File: config.mk
export PLATFORM = sky130hd
export DESIGN_NAME = vip_radiance_recovery_flat
export DESIGN_NICKNAME = d
export VERILOG_FILES = /design/src/rtl/vip_radiance_recovery_if.sv /design/src/rtl/vip_radiance_recovery.sv /design/src/flat_wrapper.sv
export SDC_FILE = /design/constraint.sdc
export NUM_CORES = 2
export LEC_CHECK = 0
export CAP_MARGIN = 40
export CORE_AREA = 2 2 316 318
export CTS_CLUSTER_SIZE = 12
export DETAILED_ROUTE_END_ITERATION = 16
export DIE_AREA = 0 0 318 320
export PLACE_DENSITY_LB_ADDON = 0.15
export SETUP_SLACK_MARGIN = 0.4
export SYNTH_ARGS = -nofsm -noshare
export SYNTH_HDL_FRONTEND = slang
export SYNTH_SLANG_ARGS = --single-unit
File: constraint.sdc
create_clock -name clk -period 83.2 [get_ports clk]
set_input_delay 16.64 -clock clk [delete_from_list [all_inputs] [get_ports clk]]
set_output_delay 16.64 -clock clk [all_outputs]
set_load 0.01 [all_outputs]
File: src/rtl/vip_radiance_recovery_if.sv
// Pixel-stream bundle for the dehaze radiance-recovery stage: hazy pixel, transmission
// and atmospheric light in, recovered pixel with delayed sync out.
interface vip_radiance_recovery_if;
  logic       per_frame_vsync;
  logic       per_frame_href;
  logic       per_frame_clken;
  logic [7:0] per_img_red;
  logic [7:0] per_img_green;
  logic [7:0] per_img_blue;
  logic [7:0] per_transmission;
  logic [7:0] atmospheric_light;
  logic       post_frame_vsync;
  logic       post_frame_href;
  logic       post_frame_clken;
  logic [7:0] post_img_red;
  logic [7:0] post_img_green;
  logic [7:0] post_img_blue;

  modport master (
    output per_frame_vsync, per_frame_href, per_frame_clken,
    output per_img_red, per_img_green, per_img_blue,
    output per_transmission, atmospheric_light,
    input  post_frame_vsync, post_frame_href, post_frame_clken,
    input  post_img_red, post_img_green, post_img_blue
  );

  modport slave (
    input  per_frame_vsync, per_frame_href, per_frame_clken,
    input  per_img_red, per_img_green, per_img_blue,
    input  per_transmission, atmospheric_light,
    output post_frame_vsync, post_frame_href, post_frame_clken,
    output post_img_red, post_img_green, post_img_blue
  );
endinterface

File: src/rtl/vip_radiance_recovery.sv
// Scene radiance reconstruction J = A + (I - A) * 255 / max(t, T_MIN), four-stage
// pipeline with per-frame atmospheric light and matched sync delay.
module vip_radiance_recovery #(
  parameter int T_MIN     = 25,
  parameter int A_DEFAULT = 255
) (
  input  logic                  clk,
  input  logic                  rst_n,
  vip_radiance_recovery_if.slave vif
);

  localparam int         STAGES  = 4;
  localparam logic [7:0] T_MIN8  = 8'(T_MIN);
  localparam logic [7:0] A_DEF8  = 8'(A_DEFAULT);

  // Signed quotient truncated toward zero: divide the magnitude, then restore the sign.
  function automatic logic signed [13:0] div_trunc(input logic signed [17:0] num,
                                                   input logic [7:0] den);
    logic [16:0] mag;
    logic [16:0] quo;
    mag = num[17] ? 17'(-num) : 17'(num);
    quo = mag / {9'd0, den};
    return num[17] ? 14'(-quo) : 14'(quo);
  endfunction

  function automatic logic [7:0] sat_u8(input logic signed [13:0] q,
                                        input logic [7:0] a);
    logic signed [14:0] s;
    s = $signed({q[13], q}) + $signed({7'd0, a});
    if (s < 0)
      return 8'd0;
    else if (s > 15'sd255)
      return 8'hFF;
    else
      return s[7:0];
  endfunction

  logic [7:0]        w_pix [3];
  logic [7:0]        w_teff;

  logic              r_vsync_d1;
  logic [7:0]        r_a_frame;
  logic [STAGES-1:0] r_vsync_sr;
  logic [STAGES-1:0] r_href_sr;
  logic [STAGES-1:0] r_clken_sr;

  logic [7:0]        r_teff_p1;
  logic [7:0]        r_a_p1;
  logic signed [8:0] r_d_p1 [3];

  logic [7:0]         r_teff_p2;
  logic [7:0]         r_a_p2;
  logic signed [17:0] r_p_p2 [3];

  logic [7:0]         r_a_p3;
  logic signed [13:0] r_q_p3 [3];

  logic [7:0]         r_s_p4 [3];

  assign w_pix[0] = vif.per_img_red;
  assign w_pix[1] = vif.per_img_green;
  assign w_pix[2] = vif.per_img_blue;
  assign w_teff   = (vif.per_transmission < T_MIN8) ? T_MIN8 : vif.per_transmission;

  // Edge register resets high so a vsync already asserted at reset release is not an edge.
  always_ff @(posedge clk) begin
    if (!rst_n) begin
      r_vsync_d1 <= 1'b1;
      r_a_frame  <= A_DEF8;
      r_vsync_sr <= '0;
      r_href_sr  <= '0;
      r_clken_sr <= '0;
    end else begin
      r_vsync_d1 <= vif.per_frame_vsync;
      if (!r_vsync_d1 && vif.per_frame_vsync)
        r_a_frame <= vif.atmospheric_light;
      r_vsync_sr <= {r_vsync_sr[STAGES-2:0], vif.per_frame_vsync};
      r_href_sr  <= {r_href_sr[STAGES-2:0],  vif.per_frame_href};
      r_clken_sr <= {r_clken_sr[STAGES-2:0], vif.per_frame_clken};
    end
  end

  always_ff @(posedge clk) begin
    if (!rst_n) begin
      r_teff_p1 <= '0;
      r_a_p1    <= '0;
      r_teff_p2 <= '0;
      r_a_p2    <= '0;
      r_a_p3    <= '0;
      for (int c = 0; c < 3; c++) begin
        r_d_p1[c] <= '0;
        r_p_p2[c] <= '0;
        r_q_p3[c] <= '0;
        r_s_p4[c] <= '0;
      end
    end else begin
      // S1: clamp t, difference against the frame's A, carry A with the pixel
      r_teff_p1 <= w_teff;
      r_a_p1    <= r_a_frame;
      for (int c = 0; c < 3; c++)
        r_d_p1[c] <= $signed({1'b0, w_pix[c]}) - $signed({1'b0, r_a_frame});
      // S2: scale by 255
      r_teff_p2 <= r_teff_p1;
      r_a_p2    <= r_a_p1;
      for (int c = 0; c < 3; c++)
        r_p_p2[c] <= $signed({{9{r_d_p1[c][8]}}, r_d_p1[c]}) * 18'sd255;
      // S3: divide by effective transmission
      r_a_p3 <= r_a_p2;
      for (int c = 0; c < 3; c++)
        r_q_p3[c] <= div_trunc(r_p_p2[c], r_teff_p2);
      // S4: add A back and saturate to 8 bits
      for (int c = 0; c < 3; c++)
        r_s_p4[c] <= sat_u8(r_q_p3[c], r_a_p3);
    end
  end

  assign vif.post_frame_vsync = r_vsync_sr[STAGES-1];
  assign vif.post_frame_href  = r_href_sr[STAGES-1];
  assign vif.post_frame_clken = r_clken_sr[STAGES-1];
  assign vif.post_img_red     = r_clken_sr[STAGES-1] ? r_s_p4[0] : 8'd0;
  assign vif.post_img_green   = r_clken_sr[STAGES-1] ? r_s_p4[1] : 8'd0;
  assign vif.post_img_blue    = r_clken_sr[STAGES-1] ? r_s_p4[2] : 8'd0;

endmodule

File: src/flat_wrapper.sv
// flat-port wrapper written by rule: the top's interface ports become plain ports
module vip_radiance_recovery_flat 
#(
  parameter int T_MIN     = 25,
  parameter int A_DEFAULT = 255
)
  (clk, rst_n, vif_per_frame_vsync, vif_per_frame_href, vif_per_frame_clken, vif_per_img_red, vif_per_img_green, vif_per_img_blue, vif_per_transmission, vif_atmospheric_light, vif_post_frame_vsync, vif_post_frame_href, vif_post_frame_clken, vif_post_img_red, vif_post_img_green, vif_post_img_blue);
  vip_radiance_recovery_if vif_i ();
  input  logic clk;
  input  logic rst_n;
  input wire logic [$bits(vif_i.per_frame_vsync)-1:0] vif_per_frame_vsync;
  input wire logic [$bits(vif_i.per_frame_href)-1:0] vif_per_frame_href;
  input wire logic [$bits(vif_i.per_frame_clken)-1:0] vif_per_frame_clken;
  input wire logic [$bits(vif_i.per_img_red)-1:0] vif_per_img_red;
  input wire logic [$bits(vif_i.per_img_green)-1:0] vif_per_img_green;
  input wire logic [$bits(vif_i.per_img_blue)-1:0] vif_per_img_blue;
  input wire logic [$bits(vif_i.per_transmission)-1:0] vif_per_transmission;
  input wire logic [$bits(vif_i.atmospheric_light)-1:0] vif_atmospheric_light;
  output wire logic [$bits(vif_i.post_frame_vsync)-1:0] vif_post_frame_vsync;
  output wire logic [$bits(vif_i.post_frame_href)-1:0] vif_post_frame_href;
  output wire logic [$bits(vif_i.post_frame_clken)-1:0] vif_post_frame_clken;
  output wire logic [$bits(vif_i.post_img_red)-1:0] vif_post_img_red;
  output wire logic [$bits(vif_i.post_img_green)-1:0] vif_post_img_green;
  output wire logic [$bits(vif_i.post_img_blue)-1:0] vif_post_img_blue;
  assign vif_i.per_frame_vsync = vif_per_frame_vsync;
  assign vif_i.per_frame_href = vif_per_frame_href;
  assign vif_i.per_frame_clken = vif_per_frame_clken;
  assign vif_i.per_img_red = vif_per_img_red;
  assign vif_i.per_img_green = vif_per_img_green;
  assign vif_i.per_img_blue = vif_per_img_blue;
  assign vif_i.per_transmission = vif_per_transmission;
  assign vif_i.atmospheric_light = vif_atmospheric_light;
  assign vif_post_frame_vsync = vif_i.post_frame_vsync;
  assign vif_post_frame_href = vif_i.post_frame_href;
  assign vif_post_frame_clken = vif_i.post_frame_clken;
  assign vif_post_img_red = vif_i.post_img_red;
  assign vif_post_img_green = vif_i.post_img_green;
  assign vif_post_img_blue = vif_i.post_img_blue;
  vip_radiance_recovery #(.T_MIN(T_MIN), .A_DEFAULT(A_DEFAULT)) u_core (.clk(clk), .rst_n(rst_n), .vif(vif_i));
endmodule
# Yosys cells after proc, flatten, opt, wreduce, memory -nomap -nowiden
# Memory sizes are Yosys's and may differ from the RTL's.
# Cells that the tools add are included.
[word_totals] register_bits=61 ram_bits=147 input_bits=45 wordCells=89 memories=4
[op_classes] addsub=12 n_mul=3 n_div=3 magnitude_cmp=7 n_mux=33 n_bitwise=13 n_reduce_logical=3
[mem_list] memory="u_core.r_p_p2" depth=3 word_bits=18 rd=3 rd_ports_with_merged_regs=0 write_ports=3 line="vip_radiance_recovery.sv:53" source="logic signed [17:0] r_p_p2 [3];"
[mem_list] memory="u_core.r_q_p3" depth=3 word_bits=14 rd=3 rd_ports_with_merged_regs=0 write_ports=3 line="vip_radiance_recovery.sv:56" source="logic signed [13:0] r_q_p3 [3];"
[mem_list] memory="u_core.r_d_p1" depth=3 word_bits=9 rd=3 rd_ports_with_merged_regs=0 write_ports=3 line="vip_radiance_recovery.sv:49" source="logic signed [8:0] r_d_p1 [3];"
[mem_list] memory="u_core.r_s_p4" depth=3 word_bits=8 rd=3 rd_ports_with_merged_regs=0 write_ports=3 line="vip_radiance_recovery.sv:58" source="logic [7:0] r_s_p4 [3];"
[ops] op="$mux W8" count=15
[ops] op="$mux W14" count=6
[ops] op="$mul A9 B9 Y18 const B" count=3
[ops] op="$mux W18" count=3
[ops] op="$div A17 B8 Y17" count=3
[ops] op="$mux W17" count=3
[ops] op="$neg A17 Y17" count=3
[ops] op="$add A14 B9 Y15" count=3
[ops] op="$gt A15 B9 Y1 const B" count=3
[ops] op="$lt A15 B1 Y1 const B" count=3
[ops] op="$neg A14 Y14" count=3
[ops] op="$mux W9" count=3
[ops] op="$sub A8 B8 Y9" count=3
[ops] op="$or A1 B1 Y1" count=12
[ops] op="$lt A8 B5 Y1 const B" count=1
[ops] op="$mux W5" count=1
[ops] op="$mux W1" count=2
[ops] op="$reduce_or A2 Y1" count=1
[ops] op="$logic_and A1 B1 Y1" count=1
[ops] op="$logic_not A1 Y1" count=1
[ops] op="$not A1 Y1" count=1

# Longest topological paths before layout
# An unclocked memory read counts as a cell.
[logic_depth] ltp_word=7 mapped_depth=183 depth_no_buf=174

# Worst setup path before layout
# OpenSTA, ideal clock, no wires.
[synth_timing] path_kind="reg-to-reg" from="mem u_core.r_p_p2[1][0] (netlist: u_core.r_p_p2[0][18])" to="mem u_core.r_q_p3[1][13] (netlist: u_core.r_q_p3[0][27])" setup_time_ps=115 arrival_ps=35891 required_time_ps=83085 setup_slack_ps=47194 stages_incl_launch_ff=175 path_buffers=11 period_less_slack_ps=36006 cell_sequence="dfxtp_1 > inv_1 > ha_1 > or4b_2 > or4_1 > nand2_1 > xnor2_1 > ha_1 > a31oi_1 > mux2_1 > a211oi_2 > ha_1 > o21a_1 > o21ai_1 > mux2i_1 > ha_1 > o21a_1 > o21a_1 > [... 139 more ...] > clkbuf_1 > nor2_1 > a21oi_1 > ha_1 > a21oi_1 > nor2b_1 > o21ai_0 > nand2b_1 > a21oi_1 > nor2b_1 > o21ai_0 > nand2b_1 > a21oi_1 > and3_1 > nand3_2 > o41ai_1 > xor2_1 > and2_1"
[synth_rtl] item="from (decl)" line="vip_radiance_recovery.sv:53"
[synth_rtl] item="to (decl)" line="vip_radiance_recovery.sv:56"

==> flow_summary_export.csv <==
group,metric,value,unit
sta,finClkSkew,0.02974,ns
job,cap_violations,0,
synthesis,synthDistinctLibCells,123,
synthesis,synthesis.nets,4946,
synthesis,yosys-top-cells-area,"ha_1, dfxtp_1, fa_1",
detailed_routing,wl_per_cell,17.56,microns
worst_setup_path,worstPathMaxFanout,19,
detailed_routing,drcViolationCount,0,
clocking,cts_buffer_depth,3,
sta,slew_headroom,0.3683,
min_path,hp-class,"reg2reg",
clocking,cts_resized,0,
floorplanning,num_io_pins,72,
synthesis,ys_ff_latch,208,
sta,finalSetupViolCount,0,
global_routing,grt_start_max_net_pins,115,
sta,finalCritPeriodShare,0.4860,
clocking,holdBufCountCts,0,
clocking,cts_sinks,208,
global_routing,grt_pass1_vias,28785,
synthesis,synthesis.instances,4280,
worst_setup_path,rrSetupSlack,42.76,ns
floorplanning,rows,115,
synthesis,synth_top_area_frac,0.1839,
min_path,worstHoldStart,"u_core.r_href_sr[2]$_SDFF_PN0_",
worst_setup_path,start_kind,"register",
detailed_routing,drtAntennaViolNets,0,
cells_and_area,nets,4989,
global_routing,antenna_found_initial,2,
cells_and_area,drive_gt1_frac,0.07228,
synthesis,synth_area_per_cell,7.964,sq um
worst_setup_path,critPathKind,"reg2reg",
detailed_routing,drtIter0Drc,1740,
clocking,cts-root-buf,"clkbuf_16",
worst_setup_path,cp.required,83.70,ns
sta,fmax,24.73,MHz
place,hpwlAfterDp,79.60,mm
synthesis,synth-edff-count,0,
clocking,cts_max_level,1,
detailed_routing,vias_per_cell,5.393,
floorplanning,dieArea,101800,sq um
clocking,numCtsBuffers,28,
worst_setup_path,critical_path_buf_inv_count,7,
clocking,insertion_delay,0.61,ns
worst_setup_path,crit_path_end_kind,"register",
sta,period_needed,40.44,ns
sta,rsz0062_at_grt,"false",
synthesis,synth_area_leader_cell,"ha_1",
sta,hold_viol_final,0,
clocking,post-cts-setup-buffers,0,
cells_and_area,area_delta_synth_final,9.544,%
place,place_congestion,0.8622,
synthesis,synth_ff_type,"dfxtp_1",
floorplanning,die_h,320,microns
worst_setup_path,rr_startpoint,"u_core.r_p_p2[0][18]$_SDFF_PN0_",
sta,worst_pin_slew,0.9377,ns
worst_setup_path,r2r_cells,165,
cells_and_area,n_fill_cell,10205,
floorplanning,core-area,97990,sq um
min_path,worstHoldPathCells,1,
synthesis,ys_seq_area_frac,0.1222,
synthesis,yosysWarnings,0,
detailed_routing,dr_total_vias,30383,
floorplanning,die_x,318,microns
worst_setup_path,critPathMostFrequentCell,"o21a_1",
clocking,path_clk_slew,0.07,ns
synthesis,synth_most_common_cell,"ha_1",
floorplanning,start_util,0.3479,
clocking,cts_tree,"built",
sta,finalMaxSlewViolations,0,
detailed_routing,routed_wl,98.95,mm
min_path,hold_end,"u_core.r_href_sr[3]$_SDFF_PN0_",
global_routing,grt-ovfl-total,0,
outcome,status,"finished, final reports clean",
worst_setup_path,crit_arrival,40.93,ns
worst_setup_path,cp_top_family,"compound AO/OA/AOI/OAI gates",
worst_setup_path,slowest_stage,"a21oi_1",
worst_setup_path,r2r_end,"u_core.r_q_p3[0][27]$_SDFF_PN0_",
synthesis,synth_area,34090,sq um
worst_setup_path,cpPeakStageDelay,0.67,ns
global_routing,grt_pass1_wl,158.7,mm
detailed_routing,drtPass1Iterations,5,
synthesis,synth_top_cells_by_count,"ha_1, inv_1, nor2_1, nand2_1, a21oi_1",
global_routing,track_usage,0.1902,
place,port_buffers,71,
synthesis,async_reset_ff_frac,0,
sta,setup_tns,0,ns
==> placed cells by master (no fill, tap or decap), types with 11 or more instances in the layout <==
| cell type | count |
|---|---|
| mux2i_1 | 61 |
| ha_1 | 501 |
| a21oi_1 | 250 |
| a31oi_1 | 30 |
| nor2_1 | 320 |
| nand4_1 | 35 |
| o21a_1 | 166 |
| o22ai_1 | 15 |
| o21ai_1 | 14 |
| inv_1 | 322 |
| o2111ai_1 | 17 |
| clkdlybuf4s50_1 | 70 |
| o211ai_1 | 32 |
| dfxtp_1 | 208 |
| o21bai_1 | 42 |
| nand3_1 | 65 |
| xor2_1 | 96 |
| buf_4 | 42 |
| or4_1 | 14 |
| and3_1 | 32 |
| nor3_1 | 198 |
| nand2_1 | 282 |
| a21boi_0 | 18 |
| o41ai_1 | 15 |
| o221ai_1 | 12 |
| fa_1 | 120 |
| clkbuf_16 | 28 |
| a21o_1 | 114 |
| nand2b_1 | 65 |
| a211oi_1 | 30 |
| o21ai_0 | 142 |
| or2_2 | 57 |
| o31a_1 | 11 |
| and2_1 | 169 |
| xnor2_1 | 171 |
| or3_1 | 35 |
| o31ai_1 | 91 |
| nor4_1 | 22 |
| mux2_2 | 69 |
| nor2b_1 | 70 |
==> logic make-up after synthesis <==
logic type | count (synthesis) | share of synthesized area
buf+inv | 433 | 0.04900
xor+xnor | 267 | 0.06860
flops | 208 | 0.1222
simple gates | 1446 | 0.2210
compound gates | 1169 | 0.2419
fa+ha+maj | 622 | 0.2547
mux | 135 | 0.04273
==> state kept, by name, indices dropped and copies added (netlist names) <==
| signal | cells |
|---|---|
| u_core.r_d_p1 | 27 |
| u_core.r_vsync_d1 | 1 |
| u_core.r_a_frame | 8 |
| u_core.r_href_sr | 4 |
| u_core.r_a_p1 | 8 |
| u_core.r_s_p4 | 24 |
| u_core.r_teff_p1 | 8 |
| u_core.r_a_p2 | 8 |
| u_core.r_teff_p2 | 8 |
| u_core.r_a_p3 | 8 |
| u_core.r_q_p3 | 42 |
| u_core.r_clken_sr | 4 |
| u_core.r_p_p2 | 54 |
| u_core.r_vsync_sr | 4 |
==> routing by layer <==
layer	GRT usage	up-vias	wire (microns)	part of all wire
li1	-	15629	-	-
met1	0.2829	14122	51210	0.52
met2	0.3014	551	42580	0.43
met3	0.02007	79	3921	0.040
met4	0.02317	2	1227	0.012
met5	0	-	13	0.00013
==> metrics by stage <==
stage	hold slack, ns	cell area [sq um]	std cells	util	setup slack, ns
floorplan	0.4119	34090	4280	-	47.19
global placement	0.4157	36290	5577	0.3704	42.72
detailed placement	0.4192	36320	5580	0.3707	42.95
CTS	0.4262	37330	5631	0.3810	42.85
global route	0.4452	37330	5631	0.3810	39.52
finish	0.4234	37340	5634	0.3811	42.76
==> worst register-to-register path, delay by kind of cell, from the launching register on <==
family	cells	cell delay, ns
AO/OA/AOI/OAI	85	19.62
multiplexers	8	2.98
XOR/XNOR	2	0.22
adder cells (fa/ha/maj)	18	5.44
AND/OR/NAND/NOR	45	10.39
buffers and inverters	7	1.32
flip-flops	1	0.33
==> final cells by class <==
| type | count | area (sq um) | share of cell area |
|---|---|---|---|
| clock inverter | 16 | 254.0 | 0.006802 |
| sequential | 208 | 4164 | 0.1115 |
| tap | 1287 | 1610 | 0.04313 |
| timing repair buffer | 114 | 1042 | 0.02791 |
| inverter | 332 | 1246 | 0.03337 |
| multi-input combinational | 3639 | 28260 | 0.7568 |
| antenna | 3 | 7.507 | 0.0002011 |
| clock buffer | 35 | 757.0 | 0.02027 |
==> how the worst max path moves through the flow <==
stage / startpoint / endpoint / slack, ns / depth (start not counted)
floorplan: u_core.r_p_p2[0][18]$_SDFF_PN0_ / u_core.r_q_p3[0][27]$_SDFF_PN0_ / 47.19 / 174
global placement: u_core.r_p_p2[0][18]$_SDFF_PN0_ / u_core.r_q_p3[0][27]$_SDFF_PN0_ / 42.72 / 164
detailed placement: u_core.r_p_p2[0][18]$_SDFF_PN0_ / u_core.r_q_p3[0][27]$_SDFF_PN0_ / 42.95 / 165
CTS: u_core.r_p_p2[0][18]$_SDFF_PN0_ / u_core.r_q_p3[0][27]$_SDFF_PN0_ / 42.85 / 165
global route: u_core.r_p_p2[0][18]$_SDFF_PN0_ / u_core.r_q_p3[0][27]$_SDFF_PN0_ / 39.52 / 165
finish: u_core.r_p_p2[0][18]$_SDFF_PN0_ / u_core.r_q_p3[0][27]$_SDFF_PN0_ / 42.76 / 165
Power is not shown: default switching activity piles up to over one toggle a cycle in this logic, so the estimate is an artifact.
